## config.mk

```make
export PLATFORM = sky130hd
export DESIGN_NAME = stream_split_fifo
export DESIGN_NICKNAME = d
export VERILOG_FILES = /design/src/rtl/stream_split_fifo.sv
export SDC_FILE = /design/constraint.sdc
export NUM_CORES = 2
export LEC_CHECK = 0
export CORE_MARGIN = 4
export CORE_UTILIZATION = 30
export DETAILED_ROUTE_END_ITERATION = 8
export PLACE_DENSITY = 0.59
export SYNTH_ARGS = -nofsm -noshare
export SYNTH_HDL_FRONTEND = slang
export SYNTH_HIERARCHICAL = 1
export SYNTH_SLANG_ARGS = --single-unit
```

## constraint.sdc

```tcl
create_clock -name clk40 -period 3.4 [get_ports clk40]
set_clock_uncertainty 0.05 [all_clocks]
set_input_delay 0.68 -clock clk40 [delete_from_list [all_inputs] [get_ports clk40]]
set_output_delay 0.68 -clock clk40 [all_outputs]
set_load 0.01 [all_outputs]
```

## src/rtl/stream_split_fifo.sv

```systemverilog
// stream_split_fifo: splits an N_CH-lane bus with per-lane valids into N_CH
// independent AXI-Stream masters, each behind a DEPTH-entry first-word
// fall-through FIFO with overflow pulse and saturating drop counter.
// rstn is asserted asynchronously; its release is expected to be already
// aligned to clk40 by the reset source.

module stream_split_fifo_ch #(
  parameter int DATA_W = 32,
  parameter int DEPTH  = 4,
  parameter int CNT_W  = 16
) (
  input  logic              clk40,
  input  logic              rstn,
  input  logic [DATA_W-1:0] push_data,
  input  logic              push_vld,
  input  logic              clear,
  output logic [DATA_W-1:0] tdata,
  output logic              tvalid,
  input  logic              tready,
  output logic              full,
  output logic              overflow,
  output logic [CNT_W-1:0]  drops
);
  localparam int AW = $clog2(DEPTH);
  localparam logic [AW-1:0]  ONE_P   = 1;
  localparam logic [AW:0]    ONE_C   = 1;
  localparam logic [AW:0]    DEPTH_C = (AW+1)'(DEPTH);
  localparam logic [CNT_W-1:0] CNT_ONE = 1;
  localparam logic [CNT_W-1:0] CNT_MAX = '1;

  logic [DATA_W-1:0] mem [DEPTH];
  logic [AW-1:0]     wr_ptr, rd_ptr;
  logic [AW:0]       count, count_nxt;
  logic              push, pop, drop;

  // Head word is visible whenever the FIFO is non-empty; zero otherwise.
  assign tvalid = (count != '0);
  assign tdata  = tvalid ? mem[rd_ptr] : '0;

  // A pop on the same edge frees the slot a push into a full FIFO needs.
  assign pop  = tvalid & tready;
  assign push = push_vld & (~full | pop);
  assign drop = push_vld & full & ~pop;

  // Next occupancy from the push/pop pair.
  always_comb begin
    count_nxt = count;
    case ({push, pop})
      2'b10:   count_nxt = count + ONE_C;
      2'b01:   count_nxt = count - ONE_C;
      default: count_nxt = count;
    endcase
  end

  // Storage array; contents are don't-care while empty, so no reset.
  always_ff @(posedge clk40) begin
    if (push) mem[wr_ptr] <= push_data;
  end

  // Pointers, occupancy, full flag, overflow pulse and saturating drop count.
  always_ff @(posedge clk40 or negedge rstn) begin
    if (!rstn) begin
      wr_ptr   <= '0;
      rd_ptr   <= '0;
      count    <= '0;
      full     <= 1'b0;
      overflow <= 1'b0;
      drops    <= '0;
    end else begin
      if (push) wr_ptr <= wr_ptr + ONE_P;
      if (pop)  rd_ptr <= rd_ptr + ONE_P;
      count    <= count_nxt;
      full     <= (count_nxt == DEPTH_C);
      overflow <= drop;
      // Clear first, then count, so a drop coinciding with clear is kept.
      if (clear)                        drops <= drop ? CNT_ONE : '0;
      else if (drop && drops != CNT_MAX) drops <= drops + CNT_ONE;
    end
  end
endmodule

module stream_split_fifo #(
  parameter int N_CH   = 12,
  parameter int DATA_W = 32,
  parameter int DEPTH  = 4,
  parameter int CNT_W  = 16
) (
  input  logic                     clk40,
  input  logic                     rstn,
  input  logic [N_CH*DATA_W-1:0]   data_in,
  input  logic [N_CH-1:0]          valid_in,
  input  logic                     clear_counts,
  output logic [N_CH*DATA_W-1:0]   m_axis_tdata,
  output logic [N_CH-1:0]          m_axis_tvalid,
  input  logic [N_CH-1:0]          m_axis_tready,
  output logic [N_CH-1:0]          fifo_full,
  output logic [N_CH-1:0]          overflow,
  output logic [N_CH*CNT_W-1:0]    drop_count
);
  // One fully independent FIFO channel per lane.
  for (genvar i = 0; i < N_CH; i++) begin : g_ch
    stream_split_fifo_ch #(
      .DATA_W(DATA_W),
      .DEPTH (DEPTH),
      .CNT_W (CNT_W)
    ) u_ch (
      .clk40    (clk40),
      .rstn     (rstn),
      .push_data(data_in[i*DATA_W +: DATA_W]),
      .push_vld (valid_in[i]),
      .clear    (clear_counts),
      .tdata    (m_axis_tdata[i*DATA_W +: DATA_W]),
      .tvalid   (m_axis_tvalid[i]),
      .tready   (m_axis_tready[i]),
      .full     (fifo_full[i]),
      .overflow (overflow[i]),
      .drops    (drop_count[i*CNT_W +: CNT_W])
    );
  end
endmodule
```

# ---- Word level (Yosys, flattened, before mapping)
# Memories as Yosys holds them, arrays and structs flattened.
# Index checks and enable logic that the tools add are counted.
# Widths: inputs -> output; s select.
dict set report classes {
  n_addsub 60
  n_eq_ne 48
  n_mux 84
  bitwise 84
  n_reduce_logical 36
}
# cell count
set op_table {}
lappend op_table {{$mux 16} 24}
lappend op_table {{$mux 32} 12}
lappend op_table {{$add 16x1->16 const B} 12}
lappend op_table {{$ne 16x16->1 const B} 12}
lappend op_table {{$pmux 3 s2} 12}
lappend op_table {{$add 2x1->2 const B} 24}
lappend op_table {{$and 1x1->1} 48}
lappend op_table {{$add 3x1->3 const B} 12}
lappend op_table {{$eq 3x3->1 const B} 12}
lappend op_table {{$mux 1} 36}
lappend op_table {{$reduce_bool 3->1} 12}
lappend op_table {{$sub 3x1->3 const B} 12}
lappend op_table {{$eq 2x1->1 const B} 12}
lappend op_table {{$eq 2x2->1 const B} 12}
lappend op_table {{$not 1->1} 24}
lappend op_table {{$reduce_bool 2->1} 12}
lappend op_table {{$logic_and 1x1->1} 12}
lappend op_table {{$or 1x1->1} 12}
dict set report word_totals {
  reg_bits 300
  ramBits 1536
  inputBits 411
  out_inout_bits 612
  word_cells 396
  n_memories 12
}
# name words word_bits read_ports rd_clocked_by_memory_dff wr line
set memory_table {}
lappend memory_table {{g_ch[0].u_ch.mem} 4 32 1 0 1 31} ;# logic [DATA_W-1:0] mem [DEPTH];
lappend memory_table {{g_ch[10].u_ch.mem} 4 32 1 0 1 31}
lappend memory_table {{g_ch[11].u_ch.mem} 4 32 1 0 1 31}
lappend memory_table {{g_ch[1].u_ch.mem} 4 32 1 0 1 31}
lappend memory_table {{g_ch[2].u_ch.mem} 4 32 1 0 1 31}
lappend memory_table {{g_ch[3].u_ch.mem} 4 32 1 0 1 31}
lappend memory_table {{6 more memories} n/a n/a n/a n/a n/a n/a}

# ---- Depth between registers and ports, before layout
dict set report logic_depth {
  word_depth 7
  mapped_depth 10
  depth_no_buf 10
}

# ---- Hierarchy
# The synthesis kept the hierarchy.
# mod instances cells_per_inst area_each_um2 seq_area_each_um2
set modules_own_cells {}
lappend modules_own_cells {{stream_split_fifo_ch at g_ch[10].u_ch ...} 5 338 6202.2 4469.3}
lappend modules_own_cells {{stream_split_fifo_ch at g_ch[6].u_ch ...} 4 351 6294.8 4469.3}
lappend modules_own_cells {{stream_split_fifo_ch at g_ch[0].u_ch ...} 2 351 6287.3 4469.3}
lappend modules_own_cells {{stream_split_fifo_ch at g_ch[1].u_ch} 1 346 6199.7 4469.3}

# ---- Least setup slack after synthesis
# Ideal clock, no wire load.
dict set report synth_timing {
  kind {reg-to-output}
  start {register g_ch[1].u_ch.rd_ptr[0]}
  end {output m_axis_tdata[35]}
  arrival_ns 1.884
  required_time_ns 2.670
  setup_slack_ns 0.786
  stages_incl_launch_ff 5
  path_buffers 2
  path_cell_list {dfrtp_1 > clkbuf_1 > buf_1 > mux4_2 > nor2b_1}
}
dict set report synth_via {
  elab_chain_len 2
}
# element line
set synth_lines {}
lappend synth_lines {{start: declaration} 32} ;# logic [AW-1:0] wr_ptr, rd_ptr;
lappend synth_lines {{start signal: assignment} 71} ;# if (pop) rd_ptr <= rd_ptr + ONE_P;
lappend synth_lines {{$mem_v2 4x32} n/a}
lappend synth_lines {{$mux 32} 38} ;# assign tdata = tvalid ? mem[rd_ptr] : '0;
lappend synth_lines {{end: declaration} 93} ;# output logic [N_CH*DATA_W-1:0] m_axis_tdata,
# No other way between the ends.

# ---- Worst setup path in the final report
dict set report layout_timing {
  start {register g_ch[6].u_ch.rd_ptr[0]}
  end {output m_axis_tdata[217]}
}
dict set report layout_via {
  elab_chain_len 2
}
# element line
set layout_lines {}
lappend layout_lines {{start: declaration} 32}
lappend layout_lines {{start signal: assignment} 71}
lappend layout_lines {{$mem_v2 4x32} n/a}
lappend layout_lines {{$mux 32} 38}
# No other way between the ends.

==> summary by stage <==
STA
The sum of negative setup slack is 0 ns. The total of endpoints with negative setup slack in the final report is 0. The maximum clock frequency is 0.304 GHz. The max-slew violation count is 0.

The final critical path takes up 96.7% of the cycle. Measured against its own limit, the worst slew margin works out to 48.7%. At the pin with the least slew margin, the transition time is 0.769 ns. The post-layout minimum cycle time is 3.29 ns. The count of final hold-check violations is 0.

Power
The switching power of the nets is 24.8 mW. Overall power consumption after layout is estimated at 80.9 mW. The share of total power dissipated in sequential elements is 37.4%. The share of total power dissipated in the clock network is 26.6%. Combinational cells account for 35.9% of the total power. The internal power of the cells totals 56.1 mW.

VDD sags by at most 0.551 mV. Summed over all cells, the static leakage comes to 34.0 nW. The share of total power consumed by net switching is 30.7%. For this design the ratio of total power to cell area is 826 nW/um2.

Synth
The share of flip-flops with an asynchronous set or reset is 16.3%. The post-synth net total is 4637. The mean instance size in the synthesized netlist is 18.1 um2. The number of distinct library cells after synthesis is 49. After synthesis, flip-flops and latches occupy 71.5% of the total area. During synthesis, Yosys emitted a total of 6 warnings.

The prevailing post-synth register cell is sky130_fd_sc_hd__edfxtp_1. The number of synthesized flops with an enable pin is 1536. In this run, synthesis produced a sequential element count of 1836. The area of the mapped netlist is 75000 um2. The count of mapped cells out of synthesis is 4142.

GRT
The largest net degree at the start of global routing is 67. For this run the aggregate overflow at the end of global routing stands at 0. The number of global-route vias before repair is 43700.

The initial antenna violation count is 33. The first-pass GRT wire length is 304000 um. Across every metal layer, demand over resource in global routing totals 15.7%.

Clock network
The maximum count of clock buffers along a single path is 3. CTS placed an instance of sky130_fd_sc_hd__clkbuf_16 at the clock tree root. The number of clock sinks seen by CTS is 1836. After clock tree synthesis, the clock-pin slew on the worst setup and hold paths is 0.06 ns. The worst-skew pair later-pin latency is 0.83 ns. The H-tree level count is 4. TritonCTS built the clock tree. In this run, CTS created clock tree buffers numbering 197.

Flow run
The number of max-cap violations is 0.

Run status
The flow ran to the end, and the final reports show no timing, DRC or antenna violations.

Worst setup path
The category of the critical setup timing path is reg2out. The maximum fanout count along the critical path is 6. The setup slack of the worst register-to-register path is 0.92 ns.

The path depth of the worst reg2reg path is 10. The worst setup path is captured at an output port. The data arrival at the endpoint of the critical path is 2.56 ns. At the worst endpoint, the required time is 2.67 ns. STA classifies the critical path startpoint as a register. The source of the worst register-to-register timing path is g_ch[0].u_ch/count[2]. In this run the critical register-to-register path is captured at g_ch[0].u_ch/full.

Floorplan
In this run the core area contains 183 standard-cell rows. 1023 I/O pins were placed. The initial utilization of the core area, before any placement, comes to 30.1%. The standard cell core area is 249000 um2. The floorplan step set the die height to 508 um. The die covers 258000 um2. The width of the chip is 508 um.

Drt
For this block, the initial DRC count from the detailed router was 3240. The average vias per placed instance is 4.77. The via count is 42700. Once detail routing completed, the nets flagged for antenna violations numbered 0. For this run, design rule violations remaining after detail routing come to 0. The routed design has 209000 um of wire. The iteration count of the initial detailed-routing pass is 5. Dividing the detail-routed wire length by the instance count gives 23.3 um.

Finish
Of the cells placed in the final design, the portion with a size suffix greater than 1 is 20.7%. The area added between synthesis and finish is 30.8%. The register area is 53700 um2. The net total in the final layout is 5918. After filler insertion, the fill cell instance count of the layout stands at 22900. The utilization after layout is 39.4%.

The multi-input combinational cells in the finished layout cover a total of 20100 um2.

Placement
The final estimated routing congestion in global placement is 0.787. The count of buffers inserted at the top-level ports is 1022. The post-DP HPWL is 140000 um.

Hold path
The min-delay analysis places its worst path in the category in2reg. The start point of the worst min-delay path is clear_counts. The path with the worst hold slack has its endpoint at g_ch[11].u_ch/drops[1]. The worst hold path depth is 2.
## Yosys cell counts, types with 54 or more instances
master	instances	area (um2)
sky130_fd_sc_hd__nand4_1	74	463
sky130_fd_sc_hd__edfxtp_1	1536	46100
sky130_fd_sc_hd__o31ai_1	76	571
sky130_fd_sc_hd__nor2b_1	63	394
sky130_fd_sc_hd__mux4_2	384	8650
sky130_fd_sc_hd__clkbuf_1	124	465
sky130_fd_sc_hd__nand2_1	82	308
sky130_fd_sc_hd__xnor2_1	78	683
sky130_fd_sc_hd__inv_1	104	390
sky130_fd_sc_hd__and2_1	417	2610
sky130_fd_sc_hd__buf_2	62	310
sky130_fd_sc_hd__nor2_1	111	417
sky130_fd_sc_hd__xor2_1	54	473
sky130_fd_sc_hd__a21oi_1	86	430
sky130_fd_sc_hd__ha_1	72	901
sky130_fd_sc_hd__or4_1	87	653
sky130_fd_sc_hd__dfrtp_1	300	7510
## logic make-up (layout without fill, tap and decap cells)
kind of cell / Yosys count / in the layout / share of synthesized area (%)
AO/OA/AOI/OAI: 283 / 283 / 2.77
XOR/XNOR: 132 / 132 / 1.54
adder cells (fa/ha/maj): 84 / 84 / 1.52
buffers and inverters: 311 / 1762 / 1.77
flip-flops: 1836 / 1836 / 71.5
multiplexers: 420 / 420 / 12.0
other: 0 / 21 / 0
AND/OR/NAND/NOR: 1076 / 1076 / 8.80
## cells in the final DEF, fill, tap and decap left out, drive strengths merged, types with 14 or more instances in the layout
master | synthesis | final
edfxtp | 1536 | 1536
clkdlybuf4s50 | 0 | 637
and2 | 417 | 417
mux4 | 384 | 384
buf | 77 | 302
dfrtp | 300 | 300
clkbuf | 124 | 276
dlygate4sd2 | 0 | 236
inv | 105 | 118
nor2 | 111 | 111
or4 | 88 | 88
o31ai | 88 | 88
a21oi | 86 | 86
clkinv | 5 | 85
nand2 | 82 | 82
xnor2 | 78 | 78
nand4 | 74 | 74
ha | 72 | 72
clkdlybuf4s15 | 0 | 69
nor2b | 63 | 63
nand3 | 60 | 60
xor2 | 54 | 54
and4 | 46 | 46
o21ai | 38 | 38
nor4 | 35 | 35
and3 | 34 | 34
nor3 | 28 | 28
o211ai | 26 | 26
diode | 0 | 21
bufinv | 0 | 21
mux2 | 19 | 19
mux2i | 17 | 17
o2111ai | 15 | 15
or3 | 14 | 14
## critical path: stages, from the launching register on
cell and delay, ns:
sky130_fd_sc_hd__dfrtp_4 0.52, sky130_fd_sc_hd__buf_6 0.14, sky130_fd_sc_hd__buf_12 0.11, sky130_fd_sc_hd__buf_8 0.13
sky130_fd_sc_hd__mux4_2 0.42, sky130_fd_sc_hd__and2_4 0.18, sky130_fd_sc_hd__clkdlybuf4s15_2 0.22
## power by group through the flow
stage | Combinational (mW) | Clock [mW] | Sequential (mW)
6_report | 29.1 | 21.6 | 30.3
3_3_place_gp | 29.2 | 0 | 30.7
2_1_floorplan | 15.1 | 0 | 30.3
4_1_cts | 29.7 | 22.2 | 30.3
5_1_grt | 31.2 | 23.2 | 30.6
3_5_place_dp | 29.2 | 0 | 31.0
## per-stage QoR
stage | hold slack [ns] | std cells | setup slack [ns] | area [um2]
after floorplan | 0.334 | 4142 | 0.786 | 75000
after global placement | 0.410 | 8426 | 0.387 | 90300
after detailed placement | 0.422 | 8426 | 0.460 | 90300
after CTS | 0.289 | 8915 | -0.0659 | 98100
after global routing | 0.316 | 8929 | -0.0173 | 98000
final | 0.350 | 8944 | 0.113 | 98000
## flip-flops by register name, indices dropped and copies added (netlist names)
| signal | cells |
|---|---|
| g_ch.u_ch/count | 36 |
| g_ch.u_ch/drops | 192 |
| g_ch.u_ch/full | 12 |
| g_ch.u_ch/mem | 1536 |
| g_ch.u_ch/overflow | 12 |
| g_ch.u_ch/rd_ptr | 24 |
| g_ch.u_ch/wr_ptr | 24 |
## per-layer routing
layer  track usage, %  vias to the layer above  routed length (um)  share of wire [%]
met2             25.8                     1238              102000                 49
li1                 -                    19000                   -                  -
met4             4.92                       24                6210                3.0
met1             19.8                    22100               84100                 40
met5                0                        -                 150              0.072
met3             5.01                      316               16100                7.7
## what timing repair did
item	CTS	global route
buffers inserted	100	10
hold buffers	1	0
pin swaps	1	0
setup endpoints to repair	384	121
hold endpoints to repair	54	0
gates resized for setup	683	89
cloned	19	0
## worst max path at each step
stage / to / cells after the start / startpoint
after floorplan: m_axis_tdata[35] / 4 / g_ch[1].u_ch/rd_ptr[0]
after global placement: g_ch[8].u_ch/full / 11 / m_axis_tready[8]
after detailed placement: m_axis_tdata[261] / 4 / g_ch[8].u_ch/rd_ptr[0]
after CTS: m_axis_tdata[117] / 5 / g_ch[3].u_ch/rd_ptr[0]
after global routing: m_axis_tdata[96] / 6 / g_ch[3].u_ch/rd_ptr[0]
final: m_axis_tdata[217] / 6 / g_ch[6].u_ch/rd_ptr[0]
## cell type report
| type | count | share of cell area, % |
|---|---|---|
| inverter | 110 | 0.421 |
| sequential | 1836 | 54.7 |
| clock buffer | 243 | 5.30 |
| tap | 3330 | 4.25 |
| clock inverter | 126 | 1.36 |
| multi-input combinational | 1995 | 20.5 |
| antenna | 21 | 0.0536 |
| timing repair buffer | 1283 | 13.4 |
Note: power is estimated with default switching activity, not from simulation.
